File: config.mk
export PLATFORM = sky130hd
export DESIGN_NAME = scanchain_cmd_assembler
export DESIGN_NICKNAME = d
export VERILOG_FILES = /design/src/rtl/scanchain_cmd_assembler.sv
export SDC_FILE = /design/constraint.sdc
export NUM_CORES = 1
export LEC_CHECK = 0
export BUFFER_PORTS_ARGS = -buffer_cell sky130_fd_sc_hd__buf_4
export CORE_ASPECT_RATIO = 2
export CORE_MARGIN = 2
export CORE_UTILIZATION = 30
export DETAILED_ROUTE_END_ITERATION = 10
export MAX_ROUTING_LAYER = met4
export PLACE_DENSITY = 0.51
export SYNTH_ARGS = -nofsm -noshare
export SYNTH_HDL_FRONTEND = slang
export SYNTH_SLANG_ARGS = --single-unit
File: constraint.sdc
create_clock -name clk -period 2.6 [get_ports clk]
set_clock_uncertainty 0.05 [all_clocks]
set_input_delay 0.52 -clock clk [delete_from_list [all_inputs] [get_ports clk]]
set_output_delay 0.52 -clock clk [all_outputs]
set_load 0.05 [all_outputs]
File: src/rtl/scanchain_cmd_assembler.sv
// Assembles a byte stream (header, address bytes, payload bytes) into one scan-write command
// and holds it on a valid/ready interface until the scan writer takes it.
module scanchain_cmd_assembler #(
  parameter int unsigned ADDR_BITS      = 12,
  parameter int unsigned PAYLOAD_BITS   = 169,
  parameter int unsigned TIMEOUT_CLOCKS = 1_000_000
) (
  input  logic                    clk,
  input  logic                    reset,
  input  logic [7:0]              rx_data,
  input  logic                    rx_valid,
  output logic                    rx_ready,
  output logic                    write_valid,
  input  logic                    write_ready,
  output logic [ADDR_BITS-1:0]    write_addr,
  output logic [PAYLOAD_BITS-1:0] write_payload,
  output logic                    write_reset,
  output logic                    busy,
  output logic [7:0]              err_count
);

  localparam int unsigned ADDR_BYTES    = (ADDR_BITS + 7) / 8;
  localparam int unsigned PAYLOAD_BYTES = (PAYLOAD_BITS + 7) / 8;
  localparam int unsigned ADDR_EXT      = ADDR_BYTES * 8;
  localparam int unsigned PAYLOAD_EXT   = PAYLOAD_BYTES * 8;
  localparam int unsigned MAX_BYTES     = (PAYLOAD_BYTES > ADDR_BYTES) ? PAYLOAD_BYTES
                                                                       : ADDR_BYTES;
  localparam int unsigned IDX_W         = (MAX_BYTES > 1) ? $clog2(MAX_BYTES) : 1;
  localparam int unsigned TMO_W         = (TIMEOUT_CLOCKS > 1) ? $clog2(TIMEOUT_CLOCKS) : 1;

  typedef enum logic [1:0] {StHeader, StAddr, StPayload, StIssue} state_e;

  state_e                  r_state, w_state_next;
  logic [IDX_W-1:0]        r_idx, w_idx_next;
  logic [TMO_W-1:0]        r_tmo, w_tmo_next;
  logic [ADDR_BITS-1:0]    r_addr;
  logic [PAYLOAD_BITS-1:0] r_payload;
  logic                    r_wreset;
  logic [7:0]              r_err;

  logic                    w_accept;
  logic                    w_hdr_load;
  logic                    w_addr_load;
  logic                    w_pl_load;
  logic                    w_err_inc;
  logic                    w_tmo_hit;
  logic [IDX_W+2:0]        w_shift;

  assign rx_ready      = (r_state != StIssue);
  assign write_valid   = (r_state == StIssue);
  assign busy          = (r_state != StHeader);
  assign write_addr    = r_addr;
  assign write_payload = r_payload;
  assign write_reset   = r_wreset;
  assign err_count     = r_err;

  assign w_accept  = rx_valid && rx_ready;
  assign w_tmo_hit = (r_tmo == TMO_W'(TIMEOUT_CLOCKS - 1));
  assign w_shift   = {r_idx, 3'b000};

  always_comb begin
    w_state_next = r_state;
    w_idx_next   = r_idx;
    w_tmo_next   = r_tmo;
    w_hdr_load   = 1'b0;
    w_addr_load  = 1'b0;
    w_pl_load    = 1'b0;
    w_err_inc    = 1'b0;
    unique case (r_state)
      StHeader: begin
        if (w_accept) begin
          if (rx_data[7:1] == 7'b1010101) begin
            w_hdr_load   = 1'b1;
            w_idx_next   = '0;
            w_tmo_next   = '0;
            w_state_next = StAddr;
          end else begin
            w_err_inc = 1'b1;
          end
        end
      end
      StAddr: begin
        // An accepted byte takes priority over a timeout expiring in the same cycle.
        if (w_accept) begin
          w_addr_load = 1'b1;
          w_tmo_next  = '0;
          if (r_idx == IDX_W'(ADDR_BYTES - 1)) begin
            w_idx_next   = '0;
            w_state_next = StPayload;
          end else begin
            w_idx_next = r_idx + IDX_W'(1);
          end
        end else if (w_tmo_hit) begin
          w_err_inc    = 1'b1;
          w_tmo_next   = '0;
          w_idx_next   = '0;
          w_state_next = StHeader;
        end else begin
          w_tmo_next = r_tmo + TMO_W'(1);
        end
      end
      StPayload: begin
        if (w_accept) begin
          w_pl_load  = 1'b1;
          w_tmo_next = '0;
          if (r_idx == IDX_W'(PAYLOAD_BYTES - 1)) begin
            w_idx_next   = '0;
            w_state_next = StIssue;
          end else begin
            w_idx_next = r_idx + IDX_W'(1);
          end
        end else if (w_tmo_hit) begin
          w_err_inc    = 1'b1;
          w_tmo_next   = '0;
          w_idx_next   = '0;
          w_state_next = StHeader;
        end else begin
          w_tmo_next = r_tmo + TMO_W'(1);
        end
      end
      StIssue: begin
        if (write_ready) begin
          w_state_next = StHeader;
        end
      end
      default: w_state_next = StHeader;
    endcase
  end

  always_ff @(posedge clk) begin
    if (reset) begin
      r_state   <= StHeader;
      r_idx     <= '0;
      r_tmo     <= '0;
      r_addr    <= '0;
      r_payload <= '0;
      r_wreset  <= 1'b0;
      r_err     <= 8'd0;
    end else begin
      r_state <= w_state_next;
      r_idx   <= w_idx_next;
      r_tmo   <= w_tmo_next;
      if (w_hdr_load) begin
        r_wreset <= rx_data[0];
      end
      // Byte lanes past the field width fall off in the final truncation.
      if (w_addr_load) begin
        r_addr <= ADDR_BITS'((ADDR_EXT'(r_addr) & ~(ADDR_EXT'(8'hFF) << w_shift))
                             | (ADDR_EXT'(rx_data) << w_shift));
      end
      if (w_pl_load) begin
        r_payload <= PAYLOAD_BITS'((PAYLOAD_EXT'(r_payload) & ~(PAYLOAD_EXT'(8'hFF) << w_shift))
                                   | (PAYLOAD_EXT'(rx_data) << w_shift));
      end
      if (w_err_inc && (r_err != 8'hFF)) begin
        r_err <= r_err + 8'd1;
      end
    end
  end

endmodule

## Word-level counts from Yosys, hierarchy flattened

Index checks and enable logic that the tools add are counted.

| storage, ports and cells | value |
|---|---|
| input bits | 12 |
| output and inout bits | 193 |
| register bits | 217 |
| logic and storage cells | 77 |

| cells by class | value |
|---|---|
| add/subtract/negate cells | 3 |
| shifts and indexed selects | 4 |
| multiplexer cells | 33 |
| reduce and logical (&&, ||, !) cells | 10 |
| bitwise logic cells | 6 |
| equal/unequal tests | 14 |

Operators with widths:

| operator | number |
|---|---|
| $and A169 B169 Y169 | 1 |
| $not A169 Y169 | 1 |
| $or A169 B169 Y169 | 1 |
| $shl A8 B8 Y169 | 1 |
| $shl A8 B8 Y169 const A | 1 |
| $mux W20 | 4 |
| $pmux W20 S2 | 1 |
| $mux W5 | 7 |
| $add A20 B1 Y20 const B | 1 |
| $eq A20 B20 Y1 const B | 1 |
| $mux W2 | 8 |
| $pmux W5 S3 | 1 |
| $and A12 B12 Y12 | 1 |
| $not A12 Y12 | 1 |
| $or A12 B12 Y12 | 1 |
| $shl A8 B8 Y12 | 1 |
| $shl A8 B8 Y12 const A | 1 |
| $mux W1 | 10 |
| $add A8 B1 Y8 const B | 1 |
| $ne A8 B8 Y1 const B | 1 |
| $pmux W2 S4 | 1 |
| $eq A7 B7 Y1 const B | 1 |
| $ne A2 B2 Y1 const B | 3 |
| $ne A3 B3 Y1 const B | 2 |
| other kinds (14) | 18 |

## Logic depth before layout (Yosys ltp)

| logic depth | value |
|---|---|
| word-level depth | 5 |
| gate-level depth with buffers | 9 |
| mapped depth without buffers | 7 |

## Least setup slack after synthesis

No wires, ideal clock.

| path | value |
|---|---|
| path kind | register -> register |
| from | register r_state[0] |
| to | register r_tmo[0] |
| arrival | 2.260 ns |
| required time | 2.422 ns |
| path slack | 0.162 ns |
| stages on the path, launching flop included | 8 |
| cells stage by stage | dfxtp_1 -> ha_1 -> inv_1 -> nand2_1 -> nor4_1 -> a211o_1 -> clkbuf_1 -> nor2_1 |

| on the way | value |
|---|---|
| word-level cells in the longest chain between the ends | 4 |

RTL lines:

| what | RTL line | RTL |
|---|---|---|
| start: declaration | 33 | `state_e r_state, w_state_next;` |
| start signal: assignment | 132 | `r_state <= StHeader;` |
| start signal: assignment | 140 | `r_state <= w_state_next;` |
| $ne A2 B2 Y1 * | 49 | `assign rx_ready = (r_state != StIssue);` |
| net rx_ready | 12 | `output logic rx_ready,` |
| $logic_and A1 B1 Y1 * | 57 | `assign w_accept = rx_valid && rx_ready;` |
| $mux W20 / $ne A2 B2 Y1 (equally long branches) | n/a |  |
| $pmux W20 S2 / $reduce_and A3 Y1 (equally long branches) | n/a |  |
| end signal: assignment | 142 | `r_tmo <= w_tmo_next;` |
| end: declaration | 35 | `logic [TMO_W-1:0] r_tmo, w_tmo_next;` |

Mark *: on every way through the listed nets, which the timed path passes. The rest lies on a longest branch.
A chain may end at the register's enable or synchronous reset.

## Final worst setup path

| path | value |
|---|---|
| from | register r_state[1] |
| to | output port busy |

| on the way | value |
|---|---|
| word-level cells in the longest chain between the ends | 1 |

RTL lines:

| what | RTL line | RTL |
|---|---|---|
| $reduce_bool A2 Y1 | 51 | `assign busy = (r_state != StHeader);` |
| end: declaration | 18 | `output logic busy,` |

Every way passes these cells.

==> flow_summary.json <==
{
  "status": "finished clean",
  "grt_overflow": 0,
  "hold_slack_ns": 0.283,
  "postCtsSetupBuffers": 0,
  "drv_slew": 0,
  "ant_nets": 0,
  "drtPass1Iterations": 5,
  "whs_path_depth": 3,
  "hp-class": "in -> reg",
  "finalPower_mw": 6.64,
  "grt.busiest_layer": "met2",
  "syn_to_final_growth_pct": 32.2,
  "clk_pin_slew_ns": 0.07,
  "grt_usage_pct": 21.2,
  "critPathLaunchType": "flop",
  "hold_violations": 0,
  "r2r_setup_slack_ns": 0.31,
  "grtUsageMet3_pct": 2.41,
  "seq_area_um2": 4340,
  "p_leak_nw": 4.40,
  "power.share.combinational_pct": 3.5,
  "fin_setup_tns_ns": 0,
  "cp-end-kind": "output pin",
  "crit_required_ns": 2.03,
  "r2r_cells": 7,
  "grt.met2_usage_pct": 39.5,
  "syn-cell-area_um2": 8400,
  "multiInputGateArea_um2": 3770,
  "max_cap_viol_count": 0,
  "rsz0062_at_grt": "no",
  "crit_start": "r_state[1]$_SDFFE_PP0P_",
  "async_flop_share_pct": 0,
  "hpwl_mm": 21.8,
  "layout.nets": 1133,
  "final_cells": 1475,
  "synth.avg_cell_area_um2": 9.15,
  "htreeDepth": 1,
  "clk_path_buf_depth": 3,
  "place_congestion": 0.896,
  "grt_pass1_wl_mm": 46.2,
  "worst-path-max-fanout": 8,
  "antenna_found_initial": 0,
  "clk_latency_ns": 0.52,
  "fillers": 2827,
  "ys_warn_count": 0,
  "seqPwrFrac_pct": 50.3,
  "holdBufCountCts": 0,
  "synth_cell_types": 55,
  "clkSinkCount": 217,
  "swShare_pct": 23.3,
  "drive_gt1_share_pct": 26.0,
  "num_io_pins": 205,
  "reg2reg_to": "r_state[0]$_SDFFE_PP0P_",
  "ys_ff_latch": 217,
  "max_slew_margin_pct": 49.4,
  "vias": 7759,
  "cp.arrival_ns": 1.79,
  "drt_iter0_markers": 580,
  "internal-power_mw": 5.09,
  "yosysTopAreaCell": "dfxtp_1",
  "start_util_pct": 30.5,
  "synth.area.top_cells": "dfxtp_1, nor2_1, a22oi_1, a32oi_1, clkbuf_1",
  "endpoint": "busy",
  "period_share_pct": 90.8,
  "critPathKind": "reg -> out",
  "p_clk_share_pct": 46.2,
  "drcViolationCount": 0,
  "core.rowCount": 86,
  "grt_max_degree": 87,
  "met1_usage_pct": 22.6,
  "syn-num-nets": 943,
  "die_h_um": 241,
  "synthCells": 919,
  "diodes": 0,
  "wl_per_cell_um": 21.0,
  "dpl.cell_count": 1438,
  "dieArea_um2": 29400,
  "root_buffer": "clkbuf_16",
  "core_um2": 27500,
  "vdd_drop_max_uv": 390,
  "synth.top_cell.area_share_pct": 51.7,
  "yosysSeqAreaShare_pct": 51.7,
  "p_sw_mw": 1.55,
  "grt_pass1_vias": 7372,
  "powerDensity_nw_per_um2": 597,
  "synth-edff-count": 0,
  "cts_resized": 0,
  "via_per_inst": 5.26,
  "routed_wl_mm": 31.0,
  "fmax_mhz": 423,
  "post-route-min-period_ns": 2.36,
  "rr_startpoint": "r_state[0]$_SDFFE_PP0P_",
  "setup_viol_count_final": 0,
  "numPortBuffers": 204,
  "fp.dieW_um": 122,
  "cts_buffers": 21,
  "ys_dominant_reg_cell": "dfxtp_1",
  "cts_tree": "done",
  "tightestPinTransition_ns": 0.754
}
## logic make-up after synthesis
kind of cell             after synthesis  share of synthesized area, %
adder cells (fa/ha/maj)               12                          1.79
multiplexers                          15                          1.80
AND/OR/NAND/NOR                      354                          18.8
flip-flops                           217                          51.7
AO/OA/AOI/OAI                        216                          20.0
buffers and inverters                 87                          4.05
XOR/XNOR                              18                          1.88
## worst max-delay path, cell delays in order (launching register included)
cell and delay (ns):
dfxtp_1 0.33, inv_1 0.10, ha_1 0.29, clkinv_1 0.27, buf_4 0.27
## area by class of cell
cell class | count | area share, %
flip-flops and latches | 217 | 39.1
multi-input cells | 615 | 33.9
repair buffers | 240 | 16.5
clock buffers | 28 | 5.33
well taps | 352 | 3.96
clock inverters | 9 | 0.743
inverters | 14 | 0.473
## sequential cells by signal, summed over array words and instances, names as in the netlist
register and flops:
write_addr 12, r_idx 5, err_count 8, write_reset 1, r_state 2, write_payload 169, r_tmo 20
## how the worst min path moves through the flow
| stage | slack, ns | to | startpoint |
|---|---|---|---|
| floorplan | 0.42 | r_tmo[10]$_SDFFE_PP0P_ | r_tmo[10]$_SDFFE_PP0P_ |
| global placement | 0.40 | write_payload[31]$_SDFFE_PP0P_ | write_payload[31]$_SDFFE_PP0P_ |
| detailed placement | 0.40 | write_payload[31]$_SDFFE_PP0P_ | write_payload[31]$_SDFFE_PP0P_ |
| CTS | 0.27 | write_payload[145]$_SDFFE_PP0P_ | rx_data[1] |
| global route | 0.29 | write_payload[145]$_SDFFE_PP0P_ | rx_data[1] |
| finish | 0.28 | write_addr[1]$_SDFFE_PP0P_ | rx_data[1] |
## cells in the final DEF (no fill, tap or decap), types with 2 or more instances in the layout
cell	synthesis	routed
buf_4	0	237
clkinv_2	0	4
nor3_2	1	7
clkbuf_8	0	4
a211o_1	2	2
nand2_1	40	40
clkbuf_1	67	3
a32oi_1	68	68
buf_12	0	2
and4_1	4	4
or4_1	2	2
and3_1	5	5
nor4_1	13	10
mux2i_1	14	14
clkbuf_16	0	21
o211ai_1	2	2
nor2_1	214	213
dfxtp_1	217	217
a21oi_1	17	17
nor4_2	0	3
nor2b_1	12	12
nand3_1	17	17
inv_1	12	12
nor3_1	14	8
nand4_1	7	7
a22oi_1	100	100
a211oi_1	2	2
nand3b_1	4	4
o31ai_1	2	2
ha_1	12	12
xnor2_1	17	17
nand2b_1	2	2
o21ai_0	8	8
clkinvlp_4	0	2
or3_1	5	5
a41oi_1	2	2
clkinv_1	2	2
or2_2	2	2
and2_1	6	6
## stage by stage
step                utilization [%]  instance area, um2  worst slack [ns]
floorplan                         -                8400             0.162
detailed placement             37.9               10400             0.326
global route                   40.3               11100             0.147
CTS                            40.3               11100             0.219
finish                         40.3               11100             0.238
global placement               37.9               10400             0.347
## power by group through the flow
stage | Clock [mW] | Combinational [mW] | Sequential [mW]
floorplan | 0 | 0.123 | 3.42
global placement | 0 | 0.236 | 3.41
detailed placement | 0 | 0.236 | 3.41
CTS | 3.15 | 0.236 | 3.34
global route | 3.26 | 0.250 | 3.34
finish | 3.07 | 0.234 | 3.34
## synthesized netlist by cell type, types with 4 or more instances
cell type	n
xnor2_1	17
nand2_1	40
nand4_1	7
and4_1	4
ha_1	12
and2_1	6
or3_1	5
nor3_1	14
nand3b_1	4
nor2b_1	12
a22oi_1	100
dfxtp_1	217
o21ai_0	8
nor2_1	214
a21oi_1	17
buf_2	5
nor4_1	13
clkbuf_1	67
inv_1	12
a32oi_1	68
mux2i_1	14
and3_1	5
nand3_1	17
## layer usage
layer / part of all wire [%] / vias to the layer above
met5: 0 / -
met4: 3.6 / 0
met3: 4.6 / 54
met2: 56 / 227
met1: 36 / 3768
li1: - / 3710
Note: power is estimated with default switching activity, not from simulation.
